## config.mk

```make
export PLATFORM = sky130hd
export DESIGN_NAME = addsub32_pipe
export DESIGN_NICKNAME = d
export VERILOG_FILES = /design/src/rtl/addsub32_pipe.sv
export SDC_FILE = /design/constraint.sdc
export NUM_CORES = 1
export LEC_CHECK = 0
export BUFFER_PORTS_ARGS = -buffer_cell sky130_fd_sc_hd__clkbuf_2
export CORE_MARGIN = 3
export CORE_UTILIZATION = 30
export CTS_CLUSTER_DIAMETER = 50
export DETAILED_ROUTE_END_ITERATION = 8
export HOLD_SLACK_MARGIN = 0.12
export PLACE_DENSITY = 0.48
export SLEW_MARGIN = 20
export SYNTH_ARGS = -nofsm -noshare
export SYNTH_HDL_FRONTEND = slang
export SYNTH_SLANG_ARGS = --single-unit
```

## constraint.sdc

```tcl
create_clock -name clk -period 3.7 [get_ports clk]
set_input_delay 0.74 -clock clk [delete_from_list [all_inputs] [get_ports clk]]
set_output_delay 0.74 -clock clk [all_outputs]
set_load 0.01 [all_outputs]
```

## src/rtl/addsub32_pipe.sv

```systemverilog
// Two-stage pipelined WIDTH-bit adder/subtractor built from 4-bit CLA groups with valid/ready on both sides.
// Optional saturation of the result on signed overflow: define ADDSUB_SATURATE_EN.
`timescale 1ns/1ps

module addsub32_pipe #(
    parameter int unsigned WIDTH = 32
) (
    input  logic             clk,
    input  logic             rst,
    input  logic             in_valid,
    output logic             in_ready,
    input  logic [WIDTH-1:0] in_a,
    input  logic [WIDTH-1:0] in_b,
    input  logic             in_sub,
    output logic             out_valid,
    input  logic             out_ready,
    output logic [WIDTH-1:0] out_sum,
    output logic             out_carry,
    output logic             out_ovf,
    output logic             out_zero,
    output logic             out_neg
);

    localparam int unsigned HW = WIDTH / 2;
    localparam int unsigned NG = HW / 4;
`ifdef ADDSUB_SATURATE_EN
    localparam logic [WIDTH-1:0] SAT_POS = {1'b0, {(WIDTH-1){1'b1}}};
    localparam logic [WIDTH-1:0] SAT_NEG = ~SAT_POS;
`endif

    // One 4-bit carry-look-ahead group: returns {c4, sum[3:0]}.
    function automatic logic [4:0] cla4(input logic [3:0] a, input logic [3:0] b, input logic c0);
        logic [3:0] p;
        logic [3:0] g;
        logic       c1, c2, c3, c4;
        p  = a ^ b;
        g  = a & b;
        c1 = g[0] | (p[0] & c0);
        c2 = g[1] | (p[1] & g[0]) | (p[1] & p[0] & c0);
        c3 = g[2] | (p[2] & g[1]) | (p[2] & p[1] & g[0]) | (p[2] & p[1] & p[0] & c0);
        c4 = g[3] | (p[3] & g[2]) | (p[3] & p[2] & g[1]) | (p[3] & p[2] & p[1] & g[0])
           | (p[3] & p[2] & p[1] & p[0] & c0);
        return {c4, p ^ {c3, c2, c1, c0}};
    endfunction

    // Half-width add: CLA groups with carries rippling between groups, returns {cout, sum}.
    function automatic logic [HW:0] add_half(input logic [HW-1:0] a, input logic [HW-1:0] b, input logic cin);
        logic [HW-1:0] s;
        logic [4:0]    r;
        logic          c;
        s = '0;
        c = cin;
        for (int i = 0; i < int'(NG); i++) begin
            r          = cla4(a[4*i +: 4], b[4*i +: 4], c);
            s[4*i +: 4] = r[3:0];
            c          = r[4];
        end
        return {c, s};
    endfunction

    logic          s1_valid_q, s1_valid_d;
    logic [HW-1:0] s1_lo_q, s1_lo_d;
    logic          s1_c_q, s1_c_d;
    logic [HW-1:0] s1_a_hi_q, s1_a_hi_d;
    logic [HW-1:0] s1_b_hi_q, s1_b_hi_d;

    logic             out_valid_q, out_valid_d;
    logic [WIDTH-1:0] out_sum_q, out_sum_d;
    logic             out_carry_q, out_carry_d;
    logic             out_ovf_q, out_ovf_d;
    logic             out_zero_q, out_zero_d;
    logic             out_neg_q, out_neg_d;

    logic             s2_adv, s1_adv, in_fire;
    logic [WIDTH-1:0] b_x;
    logic [HW:0]      lo_res, hi_res;
    logic [WIDTH-1:0] raw_sum, fin_sum;
    logic             raw_ovf;

    assign s2_adv   = !out_valid_q || out_ready;
    assign s1_adv   = !s1_valid_q || s2_adv;
    assign in_ready = s1_adv;
    assign in_fire  = in_valid && s1_adv;

    // Stage 1: lower half sum and half carry; capture upper operand halves.
    always_comb begin
        b_x        = in_sub ? ~in_b : in_b;
        lo_res     = add_half(in_a[HW-1:0], b_x[HW-1:0], in_sub);
        s1_valid_d = s1_valid_q;
        s1_lo_d    = s1_lo_q;
        s1_c_d     = s1_c_q;
        s1_a_hi_d  = s1_a_hi_q;
        s1_b_hi_d  = s1_b_hi_q;
        if (s1_adv) begin
            s1_valid_d = in_fire;
            if (in_fire) begin
                s1_lo_d   = lo_res[HW-1:0];
                s1_c_d    = lo_res[HW];
                s1_a_hi_d = in_a[WIDTH-1:HW];
                s1_b_hi_d = b_x[WIDTH-1:HW];
            end
        end
    end

    // Stage 2: upper half from registered operands, then flags (and optional saturation).
    always_comb begin
        hi_res  = add_half(s1_a_hi_q, s1_b_hi_q, s1_c_q);
        raw_sum = {hi_res[HW-1:0], s1_lo_q};
        raw_ovf = (s1_a_hi_q[HW-1] == s1_b_hi_q[HW-1]) && (raw_sum[WIDTH-1] != s1_a_hi_q[HW-1]);
`ifdef ADDSUB_SATURATE_EN
        fin_sum = raw_ovf ? (s1_a_hi_q[HW-1] ? SAT_NEG : SAT_POS) : raw_sum;
`else
        fin_sum = raw_sum;
`endif
        out_valid_d = out_valid_q;
        out_sum_d   = out_sum_q;
        out_carry_d = out_carry_q;
        out_ovf_d   = out_ovf_q;
        out_zero_d  = out_zero_q;
        out_neg_d   = out_neg_q;
        if (s2_adv) begin
            out_valid_d = s1_valid_q;
            if (s1_valid_q) begin
                out_sum_d   = fin_sum;
                out_carry_d = hi_res[HW];
                out_ovf_d   = raw_ovf;
                out_zero_d  = (fin_sum == '0);
                out_neg_d   = fin_sum[WIDTH-1];
            end
        end
    end

    always_ff @(posedge clk) begin
        if (rst) begin
            s1_valid_q  <= 1'b0;
            s1_lo_q     <= '0;
            s1_c_q      <= 1'b0;
            s1_a_hi_q   <= '0;
            s1_b_hi_q   <= '0;
            out_valid_q <= 1'b0;
            out_sum_q   <= '0;
            out_carry_q <= 1'b0;
            out_ovf_q   <= 1'b0;
            out_zero_q  <= 1'b0;
            out_neg_q   <= 1'b0;
        end else begin
            s1_valid_q  <= s1_valid_d;
            s1_lo_q     <= s1_lo_d;
            s1_c_q      <= s1_c_d;
            s1_a_hi_q   <= s1_a_hi_d;
            s1_b_hi_q   <= s1_b_hi_d;
            out_valid_q <= out_valid_d;
            out_sum_q   <= out_sum_d;
            out_carry_q <= out_carry_d;
            out_ovf_q   <= out_ovf_d;
            out_zero_q  <= out_zero_d;
            out_neg_q   <= out_neg_d;
        end
    end

    assign out_valid = out_valid_q;
    assign out_sum   = out_sum_q;
    assign out_carry = out_carry_q;
    assign out_ovf   = out_ovf_q;
    assign out_zero  = out_zero_q;
    assign out_neg   = out_neg_q;

endmodule

```

==> results.cfg <==
[outcome]
status = finished clean

[synthesis]
yosysMostFrequentCell = nand2_1
yosys.area.top_type = dfxtp_1
yosysSeqAreaShare_pct = 36.26
syn-instance-count = 575
async_flop_share_pct = 0
syn_area_per_cell_um2 = 8.258
ys.flop_type = dfxtp_1
yosys.cell_types.count = 48
synth_top_area_share_pct = 36.26
yosysWarnings = 0
syn_area_um2 = 4748
synth_common_cells = nand2_1 (108), dfxtp_1 (86), a21oi_1 (61), nor2_1 (43), xnor2_1 (33)
synth_seq_cells = 86
synth_edf_count = 0
synth_area_leaders = dfxtp_1 (36%), nand2_1 (8.5%), ha_1 (8.4%)
synth_fp_nets = 683

[placement]
port_buffers = 106
place_congestion = 0.8093
dp_hpwl_um = 9791

[timing]
fmax_mhz = 294.9
setup_viol = 0
rsz0062_at_grt = no
holdWs_ns = 0.4551
skew_ns = 0.007209
slew_violations = 0
tightest_slew_ns = 0.7839
finalSetupTns_ns = 0
hold_viol = 0
slew_headroom_pct = 47.50
period_share_pct = 91.65
fin_crit_ns = 3.391

[clock_tree]
cts_tree = done
clk_latency_ns = 0.35
holdBufCountCts = 0
cts-buffers-inserted = 9
cts_sinks = 86
cts_max_path_buffers = 2
cts.htree.levels = 3
clkTransAtPathRegs_ns = 0.06
root_buffer = clkbuf_16

[setup_path]
path_cells = ha_1 -> a211oi_2 -> o21a_1 -> o41ai_4 -> o21ai_2 -> o21bai_1 -> a21o_1 -> fa_1 -> nor4b_1 -> nand4_1 -> nor3_1 -> and3_1 -> nand3_1 -> o211ai_1
crit_end = out_zero
r2r_cells = 14
slowest_stage = fa_1
timing_worst_setup_path_type = reg -> reg
crit_path_start_kind = register
crit_arrival_ns = 3.66
cp_slowest_stage_delay_ns = 0.48
r2r-start = s1_a_hi_q[0]
timing.rr.end = out_zero
startpoint = s1_a_hi_q[0]
r2r_slack_ns = 0.31
crit_fanout = 3
end_kind = register
worstPathRequired_ns = 3.97

[routing]
antenna_left = 0
totalWireLength_um = 12480
wl_per_cell_um = 14.11
drtPass1Iterations = 4
drt-initial-drc-count = 202
viasPerCell = 4.671
num_vias = 4129
drc = 0

[global_routing]
grt_max_degree = 71
grt_usage_pct = 14.82
grt_pass1_wl_um = 21070
first_global_vias = 4182
antenna_found_initial = 0
grt_overflow = 0

[floorplanning]
die_height_um = 131.8
row_count = 45
die_area_um2 = 17370
io_pins = 107
fp.coreArea_um2 = 15370
initial_core_util_pct = 30.89
die_w_um = 131.8

[pwr]
ir_worst_vdd_mv = 0.2309
cellLeakagePower_nw = 2.560
powerDensity_nw_per_um2 = 430.9

[finish]
n_fill_cell = 1631
area_delta_synth_final_pct = 21.79
nNetsFinal = 776
drive_gt1_share_pct = 21.55
n_antenna_cell = 0

[worst_hold_path]
hold_path.class = reg -> reg

[flow_run]
drv_cap = 0
-- routing by layer --
metal | part of all wire, % | track usage (%)
met5 | 0 | 0
met1 | 48 | 20.06
met3 | 5.3 | 4.275
met4 | 0.68 | 3.326
met2 | 46 | 23.55
-- timing repair --
item / in CTS / in global routing
gates resized for setup: 0 / 1
setup buffers: 0 / 1
setup endpoints to repair: 0 / 1
-- cells in the final DEF, fill, tap and decap left out, drive strengths merged, types with 3 or more instances in the layout --
| cell | count |
|---|---|
| fa | 7 |
| nor4b | 3 |
| a21o | 9 |
| clkinv | 3 |
| nand2 | 108 |
| dfxtp | 86 |
| inv | 23 |
| nor3 | 9 |
| and3 | 5 |
| nand4 | 5 |
| o21ai | 10 |
| nor4 | 3 |
| o211ai | 4 |
| mux2i | 4 |
| a21oi | 63 |
| a211oi | 29 |
| xor2 | 21 |
| buf | 10 |
| or3 | 3 |
| nor2b | 5 |
| clkbuf | 117 |
| nor2 | 43 |
| nand3 | 14 |
| xnor2 | 33 |
| ha | 32 |
-- stage by stage --
stage          total power [mW]  setup WS, ns  utilization [%]  std cells  instance area, µm²
2_1_floorplan             1.451       0.07234                -        575                4750
3_3_place_gp              1.630        0.2920            35.64        867                5478
3_5_place_dp              1.637        0.1477            35.64        867                5478
4_1_cts                   2.538        0.1200            37.56        883                5773
5_1_grt                   2.655       0.01258            37.62        884                5783
6_report                  2.492        0.3091            37.62        884                5783
-- logic make-up (layout without fill, tap and decap cells) --
logic type      count (synthesis)  after routing  synth area share [%]
mux                             4              4                0.8432
buf+inv                        56            154                 4.611
compound gates                132            132                 18.26
fa+ha+maj                      39             39                 11.38
flops                          86             86                 36.26
xor+xnor                       54             54                 9.961
simple gates                  204            204                 18.68
-- cell type report --
cell class                 instances  area (µm²)  share of cell area, %
tap                              211       264.0                  4.565
inverter                          22       82.58                  1.428
multi-input combinational        433        2814                  48.66
sequential                        86        1722                  29.77
clock buffer                      11       252.7                  4.370
timing repair buffer             116       605.6                  10.47
clock inverter                     5       42.54                 0.7356
-- worst max-delay path, delay by kind of cell (launching register included) --
family          cells  cell delay [ns]
compound gates      7             1.27
fa+ha+maj           2             0.80
flops               1             0.33
simple gates        5             0.92
-- where the power goes --
part | leakage [nW] | switching, mW | internal (mW)
logic | 1.71 | 0.315 | 0.244
registers | 0.707 | 0.0528 | 0.995
clock network | 0.142 | 0.388 | 0.497
total | 2.56 | 0.756 | 1.74
-- worst min path at each step --
stage / startpoint / end / slack [ns] / cells past startpoint
6_report: out_sum[18] / out_sum[18] / 0.46 / 2
5_1_grt: out_sum[20] / out_sum[20] / 0.48 / 2
4_1_cts: out_sum[18] / out_sum[18] / 0.46 / 2
3_5_place_dp: out_sum[11] / out_sum[11] / 0.45 / 2
3_3_place_gp: out_sum[22] / out_sum[22] / 0.44 / 2
2_1_floorplan: s1_a_hi_q[10] / s1_a_hi_q[10] / 0.44 / 2
-- registers in the layout, indices dropped and copies added (netlist names) --
name,count
out_neg,1
s1_b_hi_q,16
out_sum,31
s1_lo_q,16
out_zero,1
s1_valid_q,1
out_ovf,1
s1_c_q,1
out_valid,1
s1_a_hi_q,16
out_carry,1
Note: power is estimated with default switching activity, not from simulation.
